File: src/rtl/control_unit_pkg.sv
// Shared types for the multi-cycle control unit:
// opcodes, FSM states and PC / writeback mux encodings.
package control_unit_pkg;

  typedef enum logic [6:0] {
    OP_LOAD   = 7'b0000011,
    OP_STORE  = 7'b0100011,
    OP_BRANCH = 7'b1100011,
    OP_IMM    = 7'b0010011,
    OP_REG    = 7'b0110011,
    OP_JAL    = 7'b1101111,
    OP_JALR   = 7'b1100111,
    OP_LUI    = 7'b0110111,
    OP_AUIPC  = 7'b0010111,
    OP_FENCE  = 7'b0001111,
    OP_SYSTEM = 7'b1110011
  } opcode_t;

  typedef enum logic [2:0] {
    S_FETCH,
    S_DECODE,
    S_EXECUTE,
    S_MEMORY,
    S_WRITEBACK,
    S_HALT
  } state_t;

  localparam logic [1:0] PC_PLUS4 = 2'd0;
  localparam logic [1:0] PC_IMM   = 2'd1;
  localparam logic [1:0] PC_ALU   = 2'd2;

  localparam logic [1:0] WB_ALU = 2'd0;
  localparam logic [1:0] WB_MEM = 2'd1;
  localparam logic [1:0] WB_PC4 = 2'd2;
  localparam logic [1:0] WB_IMM = 2'd3;

endpackage

File: src/rtl/control_unit_decoder.sv
// Combinational opcode classifier.
// In: opcode. Out: legal, system, uses_immediate, needs_memory, writes_register.
module instruction_decoder
  import control_unit_pkg::*;
(
  input  logic [6:0] opcode,
  output logic       legal,
  output logic       system,
  output logic       uses_immediate,
  output logic       needs_memory,
  output logic       writes_register
);

  always_comb begin
    legal           = 1'b1;
    system          = 1'b0;
    uses_immediate  = 1'b1;
    needs_memory    = 1'b0;
    writes_register = 1'b0;
    case (opcode)
      OP_LOAD: begin
        needs_memory    = 1'b1;
        writes_register = 1'b1;
      end
      OP_STORE:  needs_memory = 1'b1;
      OP_BRANCH: uses_immediate = 1'b0;
      OP_REG: begin
        uses_immediate  = 1'b0;
        writes_register = 1'b1;
      end
      OP_IMM, OP_JAL, OP_JALR,
      OP_LUI, OP_AUIPC: writes_register = 1'b1;
      OP_FENCE:  ;
      OP_SYSTEM: system = 1'b1;
      default: begin
        legal          = 1'b0;
        uses_immediate = 1'b0;
      end
    endcase
  end

endmodule

File: src/rtl/control_unit.sv
// Multi-cycle RV32I control FSM with retire counter.
// In: clock, reset, opcode, branch_taken, memory_ready. Out: datapath strobes,
// mux selects, halted, illegal_instruction, retired_count.
module control_unit
  import control_unit_pkg::*;
(
  input  logic        clock,
  input  logic        reset,
  input  logic [6:0]  opcode,
  input  logic        branch_taken,
  input  logic        memory_ready,
  output logic        memory_request,
  output logic        memory_write,
  output logic        memory_address_select,
  output logic        instruction_register_enable,
  output logic        alu_source_a,
  output logic        alu_source_b,
  output logic        pc_write,
  output logic [1:0]  pc_source,
  output logic        register_write,
  output logic [1:0]  writeback_select,
  output logic        halted,
  output logic        illegal_instruction,
  output logic [31:0] retired_count
);

  state_t state;

  logic legal, system, uses_immediate;
  logic needs_memory, writes_register;

  instruction_decoder u_decoder (
    .opcode          (opcode),
    .legal           (legal),
    .system          (system),
    .uses_immediate  (uses_immediate),
    .needs_memory    (needs_memory),
    .writes_register (writes_register)
  );

  logic is_load, is_store, is_branch, is_fence;
  logic is_jal, is_jalr, is_lui, is_auipc;

  assign is_load   = opcode == OP_LOAD;
  assign is_store  = opcode == OP_STORE;
  assign is_branch = opcode == OP_BRANCH;
  assign is_fence  = opcode == OP_FENCE;
  assign is_jal    = opcode == OP_JAL;
  assign is_jalr   = opcode == OP_JALR;
  assign is_lui    = opcode == OP_LUI;
  assign is_auipc  = opcode == OP_AUIPC;

  assign halted = (state == S_HALT) && !reset;

  // Strobes decode from state so an async reset drops them at once.
  // The two handshake-completion strobes are qualified by memory_ready
  // so each fetch latches once and a store retires in exactly one cycle.
  always_comb begin
    memory_request              = 1'b0;
    memory_write                = 1'b0;
    memory_address_select       = 1'b0;
    instruction_register_enable = 1'b0;
    alu_source_a                = 1'b0;
    alu_source_b                = 1'b0;
    pc_write                    = 1'b0;
    pc_source                   = PC_PLUS4;
    register_write              = 1'b0;
    writeback_select            = WB_ALU;
    if (!reset) begin
      unique case (state)
        S_FETCH: begin
          memory_request              = 1'b1;
          instruction_register_enable = memory_ready;
        end
        S_EXECUTE: begin
          alu_source_a = is_auipc | is_jal | is_branch;
          alu_source_b = uses_immediate;
          if (is_branch) begin
            pc_write  = 1'b1;
            pc_source = branch_taken ? PC_IMM : PC_PLUS4;
          end
          if (is_fence) pc_write = 1'b1;
        end
        S_MEMORY: begin
          memory_request        = 1'b1;
          memory_address_select = 1'b1;
          memory_write          = is_store;
          pc_write              = is_store & memory_ready;
        end
        S_WRITEBACK: begin
          register_write = 1'b1;
          pc_write       = 1'b1;
          if (is_load)
            writeback_select = WB_MEM;
          else if (is_jal | is_jalr)
            writeback_select = WB_PC4;
          else if (is_lui)
            writeback_select = WB_IMM;
          if (is_jal)
            pc_source = PC_IMM;
          else if (is_jalr)
            pc_source = PC_ALU;
        end
        default: ;
      endcase
    end
  end

  always_ff @(posedge clock or posedge reset) begin
    if (reset) begin
      state               <= S_FETCH;
      illegal_instruction <= 1'b0;
      retired_count       <= '0;
    end else begin
      if (pc_write)
        retired_count <= retired_count + 32'd1;
      unique case (state)
        S_FETCH:
          if (memory_ready) state <= S_DECODE;
        S_DECODE:
          if (!legal) begin
            state               <= S_HALT;
            illegal_instruction <= 1'b1;
          end else if (system)
            state <= S_HALT;
          else
            state <= S_EXECUTE;
        S_EXECUTE:
          if (needs_memory)
            state <= S_MEMORY;
          else if (writes_register)
            state <= S_WRITEBACK;
          else
            state <= S_FETCH;
        S_MEMORY:
          if (memory_ready)
            state <= is_store ? S_FETCH : S_WRITEBACK;
        S_WRITEBACK: state <= S_FETCH;
        S_HALT:      state <= S_HALT;
        default:     state <= S_FETCH;
      endcase
    end
  end

endmodule

File: config.mk
export PLATFORM = sky130hd
export DESIGN_NAME = control_unit
export DESIGN_NICKNAME = d
export VERILOG_FILES = /design/src/rtl/control_unit_pkg.sv /design/src/rtl/control_unit_decoder.sv /design/src/rtl/control_unit.sv
export SDC_FILE = /design/constraint.sdc
export NUM_CORES = 1
export LEC_CHECK = 0
export CELL_PAD_IN_SITES_DETAIL_PLACEMENT = 0
export CELL_PAD_IN_SITES_GLOBAL_PLACEMENT = 1
export CORE_ASPECT_RATIO = 2
export CORE_MARGIN = 2
export CORE_UTILIZATION = 41
export CTS_BUF_LIST = sky130_fd_sc_hd__clkbuf_2
export DETAILED_ROUTE_END_ITERATION = 10
export PLACE_DENSITY = 0.88
export SLEW_MARGIN = 20
export SYNTH_ARGS = -nofsm -noshare
export SYNTH_HDL_FRONTEND = slang
export SYNTH_HIERARCHICAL = 1
export SYNTH_SLANG_ARGS = --single-unit
File: constraint.sdc
create_clock -name clock -period 6 [get_ports clock]
set_input_delay 1.5 -clock clock [delete_from_list [all_inputs] [get_ports clock]]
set_output_delay 1.5 -clock clock [all_outputs]
set_load 0.1 [all_outputs]
Word-level counts from Yosys, hierarchy flattened --
Cells that the tools add are included.
Cells by class: add/sub/neg operators 1, eq/ne operators 18, mux-type cells 42, bitwise logic cells 5, reductions and logical operators 10
Operators with widths (count):
- $add A32 B1 Y32 const B | 1
- $eq A7 B7 Y1 const B | 4
- $mux W1 | 24
- $eq A7 B6 Y1 const B | 3
- $mux W3 | 7
- $mux W2 | 8
- $pmux W3 S5 | 1
- $eq A7 B5 Y1 const B | 2
- $reduce_or A11 Y1 | 1
- $reduce_or A9 Y1 | 1
- $eq A7 B2 Y1 const B | 1
- $eq A7 B4 Y1 const B | 1
- $reduce_or A7 Y1 | 1
- $eq A3 B2 Y1 const B | 2
- $eq A3 B3 Y1 const B | 2
- $ne A2 B2 Y1 const B | 2
- $pmux W2 S2 | 1
- $reduce_and A2 Y1 | 2
- $reduce_or A2 Y1 | 2
- $eq A3 B1 Y1 const B | 1
- $logic_not A3 Y1 | 1
- $or A1 B1 Y1 | 3
- $pmux W1 S3 | 1
- $and A1 B1 Y1 | 1
- other kinds (3) | 3
Word-level totals: register bits after elaboration 36, input bits 11, output and inout bits 46, logic and storage cells 79

Logic depth before layout (Yosys ltp) --
word-level depth 6, depth in mapped cells 10, mapped depth without buffers 9

Cells and area by module --
The synthesis kept the hierarchy.
Modules (own cells, without submodules):
- control_unit | times used 1, cells an instance 201, area each 1999.4 um^2, sequential area each 900.9 um^2
- instruction_decoder | times used 1, cells an instance 26, area each 151.4 um^2, sequential area each 0.0 um^2

Worst setup path after synthesis --
No wires, ideal clock.
path kind input to output, start point input reset, end point output pc_source[1], data arrival time 6335 ps, path slack -1835 ps, stages 5, buffers on the path 0, cell sequence inv_1 nand3_1 inv_1 nand4_1 nor4_1
On the way: longest elaborated chain between the ends 1
RTL lines:
- start: declaration | line control_unit.sv:8 | input logic reset,
- $mux W2 | line control_unit.sv:69 | if (!reset) begin
- end: declaration | line control_unit.sv:19 | output logic [1:0] pc_source,
Every way passes these cells.

Worst setup path in the final report --
start point input opcode[2], end point output pc_write
On the way: longest elaborated chain between the ends 5, elaborated cells between the ends (all ways) 8, classes of those cells 3 x eq/ne; 4 x mux; 1 x bitwise
RTL lines:
- start: declaration | line control_unit.sv:9 | input logic [6:0] opcode,
- $eq A7 B7 Y1 | line control_unit.sv:46 | assign is_branch = opcode == OP_BRANCH;
- $mux W1 | line control_unit.sv:78 | if (is_branch) begin
- $mux W1 | line control_unit.sv:82 | if (is_fence) pc_write = 1'b1;
- $pmux W1 S3 (*) | line control_unit.sv:70 | unique case (state)
- $mux W1 (*) | line control_unit.sv:69
- end: declaration | line control_unit.sv:18 | output logic pc_write,
Every way passes the cells marked *; elsewhere a longest branch is shown, timed or not.

==> flow_summary_export.csv <==
group,metric,value,unit
synth,yosysWarningCount,6,
synth,synth_fa_ha_area_frac,0.00582,
power_and_ir_drop,p_leak,0.00121,uW
synth,synth_compound_area_frac,0.0814,
critical_path,worstSetupPathType,"input pin to output pin",
synth,syn-num-nets,239,
sta,worstMarginPinSlew,1050,ps
global_route,grt_pass1_wl,8.84,mm
synth,synth_seq_cells,36,
synth,syn_area,2150,um^2
synth,avgSynthCellArea,9.47,um^2
cts,root_buffer,"clkbuf_2",
route,routedWlPerCell,15.0,um
flow_run,cap_violations,0,
layout,finish.instance_area,2830,um^2
sta,finalClockSkew,10.5,ps
route,wl_met3,180,um
critical_path,required,4500,ps
sta,min_period,5110,ps
floorplan,die_w,55.2,um
synth,seq_area_frac_synth,0.419,
cts,clk_pin_slew,180,ps
floorplan,die_h,106,um
synth,synth_mux_area_frac,0,
synth,synthFlopType,"dfrtp_1",
route,ant_nets,0,
cts,clk_path_buf_depth,2,
global_route,antenna_found_initial,0,
layout,drive_above_1_share,0.137,
route,met2_length,2.98,mm
floorplan,io_pins,57,
global_route,grt_util_all_layers,0.188,
route,drt_first_pass_iters,4,
floorplan,initial_core_util,0.422,
synth,synth_edf_count,0,
min_path,hp-class,"flip-flop to flip-flop",
route,num_vias,1908,
sta,rsz0062_at_grt,"false",
cts,clk_latency,370,ps
power_and_ir_drop,ir_worst_vdd,234,uV
synth,ys_async_sr_fraction,1.00,
synth,synth_top_family_by_area,"simple AND/OR/NAND/NOR gates",
cts,cts_hold_buf,0,
sta,max_freq,0.196,GHz
sta,hold_viol_final,0,
synth,ys_types,42,
placed_design,globalplace.congestion,0.768,
global_route,grt_remaining_overflow,0,
sta,finalMaxSlewViolations,0,
placed_design,dpl-instance-area,2790,um^2
critical_path,critPathCaptureType,"output pin",
sta,finalSetupTns,0,ps
sta,relSlewSlack,0.295,
route,drt_iter0_markers,43,
placed_design,port_buffers,56,
cts,cts_resized,0,
critical_path,arrival,3610,ps
placed_design,hpwlAfterDp,4.03,mm
cts,postCtsSetupRepairBufs,0,
synth,synth.most_common_cell,"dfrtp_1",
floorplan,die-area,5880,um^2
cts,cts_tree,"yes",
sta,finalSetupViolCount,0,
power_and_ir_drop,p_total,754,uW
synth,synthCells,227,
route,drc,0,
route,viasPerCell,5.58,
layout,synthToLayoutAreaGrowth,31.6,%
global_route,first_global_vias,1906,
status,status,"finished clean",
layout,fin_nets,295,
synth,yosys.area.top_type,"dfrtp_1",
critical_path,cp_max_fo,15,
synth,yosys.area.top_type_share,0.419,
critical_path,startpoint_type,"input pin",
synth,synthTopCellsByCount,"dfrtp_1, xnor2_1, nand2_1",
layout,diodes,0,
global_route,grt_max_degree,38,
route,highest_layer,"met4",
cts,cts_buffers,5,
synth,synth_xor_area_frac,0.126,
cts,cts_htree_levels,2,
cts,cts_sinks,36,
power_and_ir_drop,cellPowerDensity,266,nW/um^2
sta,fin_crit_sh,0.852,
floorplan,fp-row-count,37,
synth,synth-simple-area-share,0.319,
route,drt-met1-wl,1.88,mm
synth,yosys-top-cells-area,"dfrtp_1, xnor2_1, nand3_1",
route,wirelength,5.15,mm
floorplan,core_area,5090,um^2
power by group:
part | internal (uW) | leakage, uW | switching (uW) | total (uW)
Sequential | 264 | 0.000487 | 54.1 | 319
Combinational | 89.5 | 0.000689 | 241 | 330
Clock | 26.2 | 0.0000302 | 78.6 | 105
Total | 380 | 0.00121 | 373 | 754
worst paths after layout:
kind                            cells past startpoint  slack, ps              start                 to
worst max-delay path                                6        890          opcode[2]           pc_write
worst max register to register                      5       3470           state[1]   retired_count[8]
max in group asynchronous                           3       3920              reset   retired_count[3]
worst min register to register                      1        490  retired_count[31]  retired_count[31]
worst min-delay path                                1        490  retired_count[31]  retired_count[31]
min in group asynchronous                           3       1750              reset  retired_count[24]
metal layers:
metal  GRT usage  vias up
li1            -      920
met1       0.188      928
met2       0.361       51
met3      0.0377        9
met4      0.0836        0
met5           0        -
cell families after synthesis:
group	Yosys count
and+or+nand+nor	112
xor gates and xnor gates	31
buffers and inverters	20
DFF	36
adders and majority gates	1
AOI/OAI and AO/OA	27
per-stage QoR:
step                      instances  hold slack, ps  utilization  setup slack, ps
after detailed placement        334             465        0.548              879
after floorplan                 227             601            -              228
after CTS                       342             493        0.556              874
after global routing            342             506        0.556              732
final                           342             487        0.556              888
after global placement          334             460        0.547              978
critical path: stages:
cell and delay [ps]:
clkdlybuf4s50_1 770, and4bb_2 280, o211ai_1 260, and3_1 380, inv_1 200, buf_12 210
state kept, by name, summed over array words and instances (netlist names):
| name | count |
|---|---|
| retired_count | 32 |
| state | 3 |
| illegal_instruction | 1 |
cell usage in the layout, fill, tap and decap left out, types with 2 or more instances in the layout:
master	count
o22ai_1	2
clkdlybuf4s50_1	43
xnor2_1	26
a22oi_1	2
nor4b_4	3
a31oi_1	3
a211oi_1	2
a21oi_1	5
o21ai_0	4
nor4bb_1	2
clkbuf_2	5
nand2_1	21
and2_1	3
nor3_2	2
nor2_1	17
inv_1	9
nand3_1	18
and3b_1	2
buf_12	3
nand4_1	13
and3_2	2
and4_1	4
nand2b_1	4
clkinv_2	2
and4bb_2	2
buf_4	13
xor2_1	5
dfrtp_1	36
nor3_1	4
and3_1	7
area by class of cell:
class	count	area (um^2)
repair buffers	59	588
clock buffers	5	25.0
well taps	58	72.6
inverters	10	41.3
multi-input cells	171	1190
flip-flops and latches	36	901
clock inverters	3	13.8
fillers	514	2260
No activity file was read; power rests on OpenSTA's default activity.
